### src/rtl/coder_pkg.sv
// Shared constants and helpers for the 16-to-4 request encoder family.
package coder_pkg;

  localparam int REQ_W = 16;
  localparam int IDX_W = 4;

  // Rotate a request vector right so that bit 'sh' lands at position 0.
  function automatic logic [REQ_W-1:0] rotr16(input logic [REQ_W-1:0] v,
                                              input logic [IDX_W-1:0] sh);
    logic [2*REQ_W-1:0] dbl;
    dbl = {v, v} >> sh;
    return dbl[REQ_W-1:0];
  endfunction

endpackage

### src/rtl/encoder_16_4_pend_if.sv
// Request/result bundle between the event sources/consumer and the encoder.
interface encoder_16_4_pend_if;
  import coder_pkg::*;

  logic [REQ_W-1:0] inp;
  logic [REQ_W-1:0] msk;
  logic             clr;
  logic             rdy;
  logic [IDX_W-1:0] res;
  logic             vld;
  logic [REQ_W-1:0] pnd;
  logic             ovr;

  modport master (output inp, msk, clr, rdy, input res, vld, pnd, ovr);
  modport slave  (input inp, msk, clr, rdy, output res, vld, pnd, ovr);
endinterface

### src/rtl/prio_enc_16_4.sv
// Combinational fixed-priority encoder: lowest set bit wins.
module prio_enc_16_4
  import coder_pkg::*;
(
  input  logic [REQ_W-1:0] req,
  output logic [IDX_W-1:0] idx,
  output logic             found
);

  // Scan from the top so the lowest set index is the last one written.
  always_comb begin
    idx   = '0;
    found = |req;
    for (int i = REQ_W - 1; i >= 0; i--) begin
      if (req[i]) idx = IDX_W'(i);
    end
  end

endmodule

### src/rtl/encoder_16_4_pend.sv
// Latching 16-to-4 request encoder: rising edges become sticky pending
// bits, one unmasked pending request is claimed into a single-entry
// valid/ready output register, by fixed or round-robin priority.
module encoder_16_4_pend
  import coder_pkg::*;
#(
  parameter bit PRIO_RR = 1'b0
) (
  input  logic                clk,
  input  logic                rstn,
  encoder_16_4_pend_if.slave  bus
);

  logic [REQ_W-1:0] prev_p0;
  logic [REQ_W-1:0] pnd_p0;
  logic             ovr_p0;
  logic [IDX_W-1:0] last_p0;
  logic [IDX_W-1:0] res_p1;
  logic             vld_p1;

  logic [REQ_W-1:0] rise;
  logic [REQ_W-1:0] cand;
  logic [REQ_W-1:0] cand_rot;
  logic [REQ_W-1:0] win_oh;
  logic [REQ_W-1:0] pnd_nxt;
  logic [IDX_W-1:0] start;
  logic [IDX_W-1:0] enc_idx;
  logic [IDX_W-1:0] win;
  logic             found;
  logic             free;
  logic             claim;
  logic             ovr_hit;

  // ---- stage 0: edge detect, pending bits, winner selection ----
  assign rise     = bus.inp & ~prev_p0;
  assign cand     = pnd_p0 & ~bus.msk;
  // Fixed priority is round-robin with the search origin pinned at 0.
  assign start    = PRIO_RR ? last_p0 + 4'd1 : '0;
  assign cand_rot = rotr16(cand, start);

  prio_enc_16_4 u_enc (
    .req   (cand_rot),
    .idx   (enc_idx),
    .found (found)
  );

  assign win     = enc_idx + start;
  assign free    = !vld_p1 || bus.rdy;
  assign claim   = free && found;
  assign win_oh  = claim ? (REQ_W'(1) << win) : '0;
  // A rise on the bit being claimed re-arms it rather than counting as overrun.
  assign pnd_nxt = (pnd_p0 & ~win_oh) | rise;
  assign ovr_hit = |(rise & pnd_p0 & ~win_oh);

  // Edge history, pending/overrun state and round-robin pointer.
  always_ff @(posedge clk or negedge rstn) begin
    if (!rstn) begin
      prev_p0 <= '0;
      pnd_p0  <= '0;
      ovr_p0  <= 1'b0;
      last_p0 <= 4'd15;
    end else begin
      prev_p0 <= bus.inp;
      if (bus.clr) begin
        pnd_p0 <= '0;
        ovr_p0 <= 1'b0;
      end else begin
        pnd_p0 <= pnd_nxt;
        if (ovr_hit) ovr_p0 <= 1'b1;
        if (claim && PRIO_RR) last_p0 <= win;
      end
    end
  end

  // ---- stage 1: single-entry output register ----
  // Output register: load on claim, empty when free with nothing to claim.
  always_ff @(posedge clk or negedge rstn) begin
    if (!rstn) begin
      res_p1 <= '0;
      vld_p1 <= 1'b0;
    end else if (bus.clr) begin
      vld_p1 <= 1'b0;
    end else if (free) begin
      vld_p1 <= found;
      if (found) res_p1 <= win;
    end
  end

  assign bus.res = res_p1;
  assign bus.vld = vld_p1;
  assign bus.pnd = pnd_p0;
  assign bus.ovr = ovr_p0;

endmodule

### src/flat_wrapper.sv
// flat-port wrapper written by rule: the top's interface ports become plain ports
module encoder_16_4_pend_flat import coder_pkg::*;
#(
  parameter bit PRIO_RR = 1'b0
)
  (clk, rstn, bus_inp, bus_msk, bus_clr, bus_rdy, bus_res, bus_vld, bus_pnd, bus_ovr);
  encoder_16_4_pend_if bus_i ();
  input  logic clk;
  input  logic rstn;
  input wire logic [$bits(bus_i.inp)-1:0] bus_inp;
  input wire logic [$bits(bus_i.msk)-1:0] bus_msk;
  input wire logic [$bits(bus_i.clr)-1:0] bus_clr;
  input wire logic [$bits(bus_i.rdy)-1:0] bus_rdy;
  output wire logic [$bits(bus_i.res)-1:0] bus_res;
  output wire logic [$bits(bus_i.vld)-1:0] bus_vld;
  output wire logic [$bits(bus_i.pnd)-1:0] bus_pnd;
  output wire logic [$bits(bus_i.ovr)-1:0] bus_ovr;
  assign bus_i.inp = bus_inp;
  assign bus_i.msk = bus_msk;
  assign bus_i.clr = bus_clr;
  assign bus_i.rdy = bus_rdy;
  assign bus_res = bus_i.res;
  assign bus_vld = bus_i.vld;
  assign bus_pnd = bus_i.pnd;
  assign bus_ovr = bus_i.ovr;
  encoder_16_4_pend #(.PRIO_RR(PRIO_RR)) u_core (.clk(clk), .rstn(rstn), .bus(bus_i));
endmodule
### config.mk
export PLATFORM = sky130hd
export DESIGN_NAME = encoder_16_4_pend_flat
export DESIGN_NICKNAME = d
export VERILOG_FILES = /design/src/rtl/coder_pkg.sv /design/src/rtl/encoder_16_4_pend_if.sv /design/src/rtl/prio_enc_16_4.sv /design/src/rtl/encoder_16_4_pend.sv /design/src/flat_wrapper.sv
export SDC_FILE = /design/constraint.sdc
export NUM_CORES = 1
export LEC_CHECK = 0
export CORE_MARGIN = 5
export CORE_UTILIZATION = 50
export DETAILED_ROUTE_END_ITERATION = 16
export PLACE_DENSITY = 0.93
export SLEW_MARGIN = 20
export SYNTH_ARGS = -nofsm -noshare
export SYNTH_HDL_FRONTEND = slang
export SYNTH_SLANG_ARGS = --single-unit
### constraint.sdc
create_clock -name clk -period 4 [get_ports clk]
set_clock_uncertainty 0.2 [all_clocks]
set_input_delay 0.6 -clock clk [delete_from_list [all_inputs] [get_ports clk]]
set_output_delay 0.6 -clock clk [all_outputs]
set_load 0.05 [all_outputs]
==> summary.md, run 1 <==
| Metric | Value |
|---|---|
| Multiplexer share of the synthesized area | `0.00576` |
| WL/cell | `about 16 um` |
| H-Tree Level Count | `2` |
| Total GRT Usage | `0.209` |
| Share of the synthesized area in the top cell type | `0.487` |
| Complex-gate fraction of the synthesized area | `0.211` |
| Main combinational cell family by area after synthesis | `simple AND/OR/NAND/NOR gates` |
| Required @ worst endpoint | `slightly below 4 ns` |
| CTS sink cnt | `38` |
| Vias | `roughly 1800` |
| Post-synth EDFFs | `0` |
| Outcome | `finished clean` |
| Vias/cell | `5.59` |
| Worst setup endpoint | `u_core.bus.ovr` |
| Min Tclk post-route | `3.11 ns` |
| Nets | `about 300` |
| Initial Util | `0.526` |
| Hold Slack | `0.205 ns` |
| Largest net degree at the start of global routing | `39` |
| Share of layout cells above drive strength 1 | `0.0632` |
| YS warnings | `0` |
| Met2 GRT Util | `0.346` |
| Post-CTS setup repair buffer count | `0` |
| DR pass1 iterations | `4` |
| Worst-path clk slew | `around 0.070 ns` |
| Placer Congestion | `0.911` |
| Setup CP Type | `in2reg` |
| Reg2reg path depth | `7` |
| First-pass GRT wire length | `between 8000 and 9000 um` |
| Fmax | `approximately 320 MHz` |
| CP Launch Point | `bus_msk[10]` |
| Fill count | `approximately 310` |
| Sequential area share after synthesis | `0.487` |
| PwrDens | `394 mW/mm^2` |
| CTS max path bufs | `2` |
| Cell Area, Synth | `0.00195 sq mm` |
| Worst hold path type | `in2async` |
| Total global routing overflow | `0` |
| Met3 GRT Util | `0.0540` |
| Top post-synthesis cells by count | `dfrtp_1 (38), nand2b_1 (24), a21oi_1 (23), nand2_1 (19), nor2_1 (17)` |
| Final period util | `0.777` |
| Final ANT Viol Nets | `0` |
| LEAKAGE | `0.00109 uW` |
| Register bit total from synthesis | `38` |
| Post-Synth Adder-Cell Area | `0` |
| Main flop type after synthesis | `dfrtp_1` |
| Post-synth ARST share | `1.00` |
| CTS Hold Buffers Added | `0` |
| FF-to-FF Start | `u_core.bus.pnd[13]` |
| Peak supply drop | `approximately 0.25 mV` |
| Critical R2R Capture | `u_core.bus.ovr` |
| Mapped Nets | `243` |
| DR DRC count | `0` |
| Worst Max-Slew Pin Slew | `approximately 0.81 ns` |
| Crit start category | `input port` |
| TritonCTS clock tree | `built` |
| R2R Setup Slk | `between 1 and 1.5 ns` |
| RSZ-0062 raised after global routing | `false` |
| Syn avg cell area | `9.44 sq um` |
| CORE AREA | `about 0.0037 sq mm` |
| Post-Synth XOR/XNOR Area | `0` |
| TNS Setup | `0 ns` |
| Busiest layer in global routing | `met2` |
| Number of global-route vias before repair | `between 1500 and 2000` |
| Maximum Capacitance Violations | `0` |
| Die Ht | `between 70 and 80 um` |
| Num rows | `22` |
| Area grow syn2layout | `35.7%` |
| Critical path peak fanout | `15` |
| I/O pins | `58` |
| Simple-Gate Fraction of Synth Area | `0.271` |
| Setup violators final | `0` |
| Diodes inserted | `0` |
| Most numerous cell in the Yosys netlist | `dfrtp_1` |
| Post-Synthesis Cells | `a little over 200` |
| Max_slew headroom | `0.458` |
| Number of hold violations in the final report | `0` |
| HPWL after DPL | `around 4000 um` |
| WP data arrival | `approximately 3.0 ns` |
| DIE AREA | `about 0.0053 sq mm` |
| GRT met1 Usage | `0.275` |
| Root buf cell | `clkbuf_8` |
| Post-synth top area cell | `dfrtp_1` |
| Initial antenna violation count | `0` |
| Clock Latency Late Sink | `~0.28 ns` |
| Die W | `72.5 um` |
| Synth cell types | `a little over 40` |
| CTS buffer count | `5` |
| Number of port buffers | `57` |
| DR iter-0 viols | `145` |
| CTS-repair resized insts | `0` |
| Worst setup EP type | `flip-flop` |
| Slew Viols, Final | `0` |
| Synth area leaders | `dfrtp_1 (49%), nand2b_1 (7.7%), a21oi_1 (5.9%), nand2_1 (3.6%), nor2_1 (3.3%)` |
| Final WL | `~5000 um` |
[registers in the layout (all words and copies together) (netlist names)]
signal          cells
u_core.bus.vld      1
u_core.bus.pnd     16
u_core.prev_p0     16
u_core.bus.ovr      1
u_core.bus.res      4
[final cells by class]
cell class	instances	area, sq um	share of cell area
multi-input combinational	158	955	0.360
tap	48	60.1	0.0226
clock buffer	7	86.3	0.0325
timing repair buffer	57	566	0.213
inverter	8	30.0	0.0113
clock inverter	1	5.00	0.00189
sequential	38	951	0.358
[critical path, cell delays in order]
cell and delay [ns]:
clkdlybuf4s50_1 0.45, nand2b_1 0.19, a21boi_1 0.28, a21oi_4 0.10, o22ai_2 0.54, or2b_1 0.32
a2111oi_2 0.41, a31oi_1 0.14
[how the worst min path moves through the flow]
stage	start	endpoint	slack, ns	depth (start not counted)
2_1_floorplan	rstn	u_core.bus.ovr	0.10	0
3_3_place_gp	u_core.bus.res[0]	u_core.bus.res[0]	0.26	2
3_5_place_dp	u_core.bus.res[0]	u_core.bus.res[0]	0.28	2
4_1_cts	rstn	u_core.bus.res[1]	0.22	1
5_1_grt	rstn	u_core.bus.pnd[1]	0.29	1
6_report	rstn	u_core.bus.pnd[1]	0.21	1
[cell usage in the layout (no fill, tap or decap), types with 2 or more instances in the layout]
master and count:
a31oi_1 3, nand4_1 5, o21ai_1 2, clkdlybuf4s50_1 56, nor2_1 17, nand2b_1 24, inv_1 8, nor4_1 2
nand2_1 19, dfrtp_1 38, a21oi_1 23, a221o_1 2, and2_1 4, o31ai_1 6, o2111ai_1 3, clkbuf_8 6
nand3b_1 2, nor2b_1 10, o21ai_0 9, nor3_2 2, nand3_1 6
[where the power goes]
part / switching [uW] / internal (uW) / leakage, uW
registers: 23.0 / 418 / 0.000471
clock network: 124 / 139 / 0.0000482
logic: 213 / 130 / 0.000570
total: 360 / 686 / 0.00109
[routing by layer]
layer  routed length (um)  vias to the layer above
met5                    0                        -
met4                   31                        0
met3                  398                        4
met2                 2570                       83
met1                 2110                      819
li1                     -                      867
[logic make-up after synthesis]
family | after synthesis
AOI/OAI and AO/OA | 61
and+or+nand+nor | 96
DFF | 38
muxes | 1
buffers and inverters | 11
[metrics by stage]
step	cells	setup WS (ns)	total power (uW)	utilization	instance area, sq um
2_1_floorplan	207	1.56	660	-	1950
3_3_place_gp	309	0.675	785	0.689	2560
3_5_place_dp	309	0.619	789	0.689	2560
4_1_cts	317	0.901	1050	0.714	2650
5_1_grt	317	0.763	1100	0.714	2650
6_report	317	0.892	1050	0.714	2650
No activity file was read; power rests on OpenSTA's default activity.
==> inputs of run 2 (changes only) <==
--- a/config.mk
+++ b/config.mk
@@ -6,9 +6,9 @@
 export NUM_CORES = 1
 export LEC_CHECK = 0
 export CORE_MARGIN = 5
-export CORE_UTILIZATION = 50
+export CORE_UTILIZATION = 42
 export DETAILED_ROUTE_END_ITERATION = 16
-export PLACE_DENSITY = 0.93
+export PLACE_DENSITY = 0.84
 export SLEW_MARGIN = 20
 export SYNTH_ARGS = -nofsm -noshare
 export SYNTH_HDL_FRONTEND = slang
==> constraint.sdc (replaced) <==
create_clock -name clk -period 2.5 [get_ports clk]
set_clock_uncertainty 0.2 [all_clocks]
set_input_delay 0.375 -clock clk [delete_from_list [all_inputs] [get_ports clk]]
set_output_delay 0.375 -clock clk [all_outputs]
set_load 0.05 [all_outputs]
==> summary.md, run 2 (synthesis results as in run 1) <==
| Metric | Value |
|---|---|
| Largest net degree at the start of global routing | `39 (unchanged)` |
| Outcome | `complete, but fails checks (was finished clean)` |
| CP Cell Sequence | `nor2b_4 > a221o_1 > a21oi_4 > o22ai_4 > buf_6 > nor4_4 > a311oi_2 > nor4_2 > a31oi_1 (was clkdlybuf4s50_1 > nand2b_1 > a21boi_1 > a21oi_4 > o22ai_2 > or2b_1 > a2111oi_2 > a31oi_1)` |
| Worst Max-Slew Pin Slew | `0.841 ns (was 0.813 ns)` |
| DR iter-0 viols | `137 (was 145)` |
| Number of hold violations in the final report | `18 (was 0)` |
| DIE AREA | `0.00612 sq mm (was 0.00526 sq mm)` |
| Clock Latency Late Sink | `0.29 ns (was 0.28 ns)` |
| Final WL | `7530 um (was 5110 um)` |
| Worst path slowest cell | `dfrtp_1 (was o22ai_2)` |
| Root buf cell | `clkbuf_8 (unchanged)` |
| Max_slew headroom | `0.439 (was 0.458)` |
| Worst path depth | `9 (was 8)` |
| WP data arrival | `2.51 ns (was 3.04 ns)` |
| HPWL after DPL | `4480 um (was 3980 um)` |
| Vias/cell | `5.75 (was 5.59)` |
| Slew Viols, Final | `0 (unchanged)` |
| CTS sink cnt | `38 (unchanged)` |
| Reg2reg path depth | `9 (was 7)` |
| CP top delay family | `compound AO/OA/AOI/OAI gates (unchanged)` |
| Die W | `78.2 um (was 72.5 um)` |
| WL/cell | `19.5 um (was 16.1 um)` |
| Critical Path Max Stage Delay | `0.39 ns (was 0.54 ns)` |
| Number of port buffers | `57 (unchanged)` |
| TritonCTS clock tree | `built (unchanged)` |
| Peak supply drop | `0.417 mV (was 0.253 mV)` |
| Total GRT Usage | `0.210 (was 0.209)` |
| Setup violators final | `1 (was 0)` |
| Final period util | `1.02` |
| Violated checks | `negative hold slack, negative setup slack` |
| DR pass1 iterations | `5 (was 4)` |
| Num rows | `24 (was 22)` |
| Share of layout cells above drive strength 1 | `0.373 (was 0.0632)` |
| TNS Setup | `-0.0490 ns (was 0 ns)` |
| Number of global-route vias before repair | `2144 (was 1746)` |
| Initial antenna violation count | `0 (unchanged)` |
| Worst-path clk slew | `0.08 ns (was 0.07 ns)` |
| Vias | `2225 (was 1773)` |
| Min Tclk post-route | `2.55 ns` |
| Area grow syn2layout | `83.2% (was 35.7%)` |
| Required @ worst endpoint | `2.46 ns (was 3.93 ns)` |
| Crit start category | `flip-flop (was input port)` |
| Critical path peak fanout | `4 (was 15)` |
| Setup CP Type | `reg2reg (was in2reg)` |
| PwrDens | `623 mW/mm^2 (was 394 mW/mm^2)` |
| Diodes inserted | `0 (unchanged)` |
| Initial Util | `0.440 (was 0.526)` |
| WP buf/inv | `1 (unchanged)` |
| CTS buffer count | `5 (unchanged)` |
| Total global routing overflow | `0 (unchanged)` |
| Maximum Capacitance Violations | `0 (unchanged)` |
| Most common cell after layout, fill and taps aside | `buf_4 (was clkdlybuf4s50_1)` |
| Die Ht | `78.2 um (was 72.5 um)` |
| CTS Hold Buffers Added | `0 (unchanged)` |
| Fmax | `between 300 and 400 MHz` |
| Final ANT Viol Nets | `0 (unchanged)` |
| Placer Congestion | `0.937 (was 0.911)` |
| First-pass GRT wire length | `10300 um (was 8530 um)` |
| Hold Slack | `-0.0174 ns (was 0.205 ns)` |
| I/O pins | `58 (unchanged)` |
| CORE AREA | `0.00444 sq mm (was 0.00372 sq mm)` |
| LEAKAGE | `0.00163 uW (was 0.00109 uW)` |
| Worst setup EP type | `flip-flop (unchanged)` |
| Commonest non-fill, non-tap cells in the layout | `buf_4 (61), clkdlybuf4s50_1 (47), dfrtp_1 (38) (was clkdlybuf4s50_1 (56), dfrtp_1 (38), nand2b_1 (24))` |
| RSZ-0062 raised after global routing | `true (was false)` |
| Post-layout util | `0.805 (was 0.714)` |
| Final setup margin | `-0.0490 ns (was 0.892 ns)` |
| DR DRC count | `0 (unchanged)` |
| CTS max path bufs | `2 (unchanged)` |
| Nets | `370 (was 304)` |
| H-Tree Level Count | `2 (unchanged)` |
| Worst hold path type | `in2async (unchanged)` |
## run 2: cell count changes in the layout (fill, tap and decap cells not counted), moves of 4 or more
| cell | delta |
|---|---|
| buf_6 | +4 |
| nand2b_1 | -12 |
| dlymetal6s2s_1 | +6 |
| o31ai_1 | -4 |
| clkdlybuf4s50_1 | -9 |
| nand2b_4 | +11 |
| buf_4 | +61 |
## run 2: power breakdown
| part | switching [uW] | leakage [uW] | internal, uW |
|---|---|---|---|
| sequential | 44.5 | 0.000471 | 668 |
| clock | 226 | 0.0000714 | 426 |
| combinational | 469 | 0.00109 | 396 |
| total | 740 | 0.00163 | 1490 |
## run 2: final cells by class
type / count / area (sq um)
well taps: 52 / 65.1
repair buffers: 123 / 1100
inverters: 8 / 30.0
multi-input cells: 158 / 1290
fillers: 268 / 865
flip-flops and latches: 38 / 951
clock inverters: 2 / 60.1
clock buffers: 6 / 82.6
## run 2: final timing paths
kind	from	end	slack [ns]
max	u_core.bus.pnd[15]	u_core.bus.ovr	-0.05
min reg2reg	u_core.bus.res[0]	u_core.bus.res[0]	0.29
max reg2reg	u_core.bus.pnd[15]	u_core.bus.ovr	-0.05
min	rstn	u_core.prev_p0[1]	-0.02
min in group clk	u_core.bus.res[0]	u_core.bus.res[0]	0.29
max in group asynchronous	rstn	u_core.bus.pnd[11]	1.58
## run 2: timing repair
item	CTS	global route
buffers inserted	9	12
setup endpoints to repair	1	4
cloned	0	0
hold endpoints to repair	0	0
gates resized for setup	36	38
pin swaps	12	18
## run 2: worst register-to-register path: stages (launching register included)
cell      delay, ns
dfrtp_1        0.39
nor2b_4        0.14
a221o_1        0.38
a21oi_4        0.20
o22ai_4        0.12
buf_6          0.15
nor4_4         0.29
a311oi_2       0.11
nor4_2         0.32
a31oi_1        0.12
## run 2: metal layers
layer,global-route usage,vias to the layer above,wire length (um)
met5,0,-,0
met4,0.0472,0,237
li1,-,999,-
met3,0.0458,24,591
met2,0.377,118,3810
met1,0.258,1084,2890
## run 2: metrics by stage
| step | setup slack, ns | area (sq um) | cells | total power (uW) |
|---|---|---|---|---|
| after detailed placement | -0.486 | 2900 | 358 | 1380 |
| after CTS | 0.00211 | 3300 | 375 | 2130 |
| after floorplan | 0.0635 | 1950 | 207 | 1060 |
| final | -0.0490 | 3580 | 387 | 2230 |
| after global placement | -0.477 | 2900 | 358 | 1370 |
| after global routing | -0.135 | 3580 | 387 | 2310 |
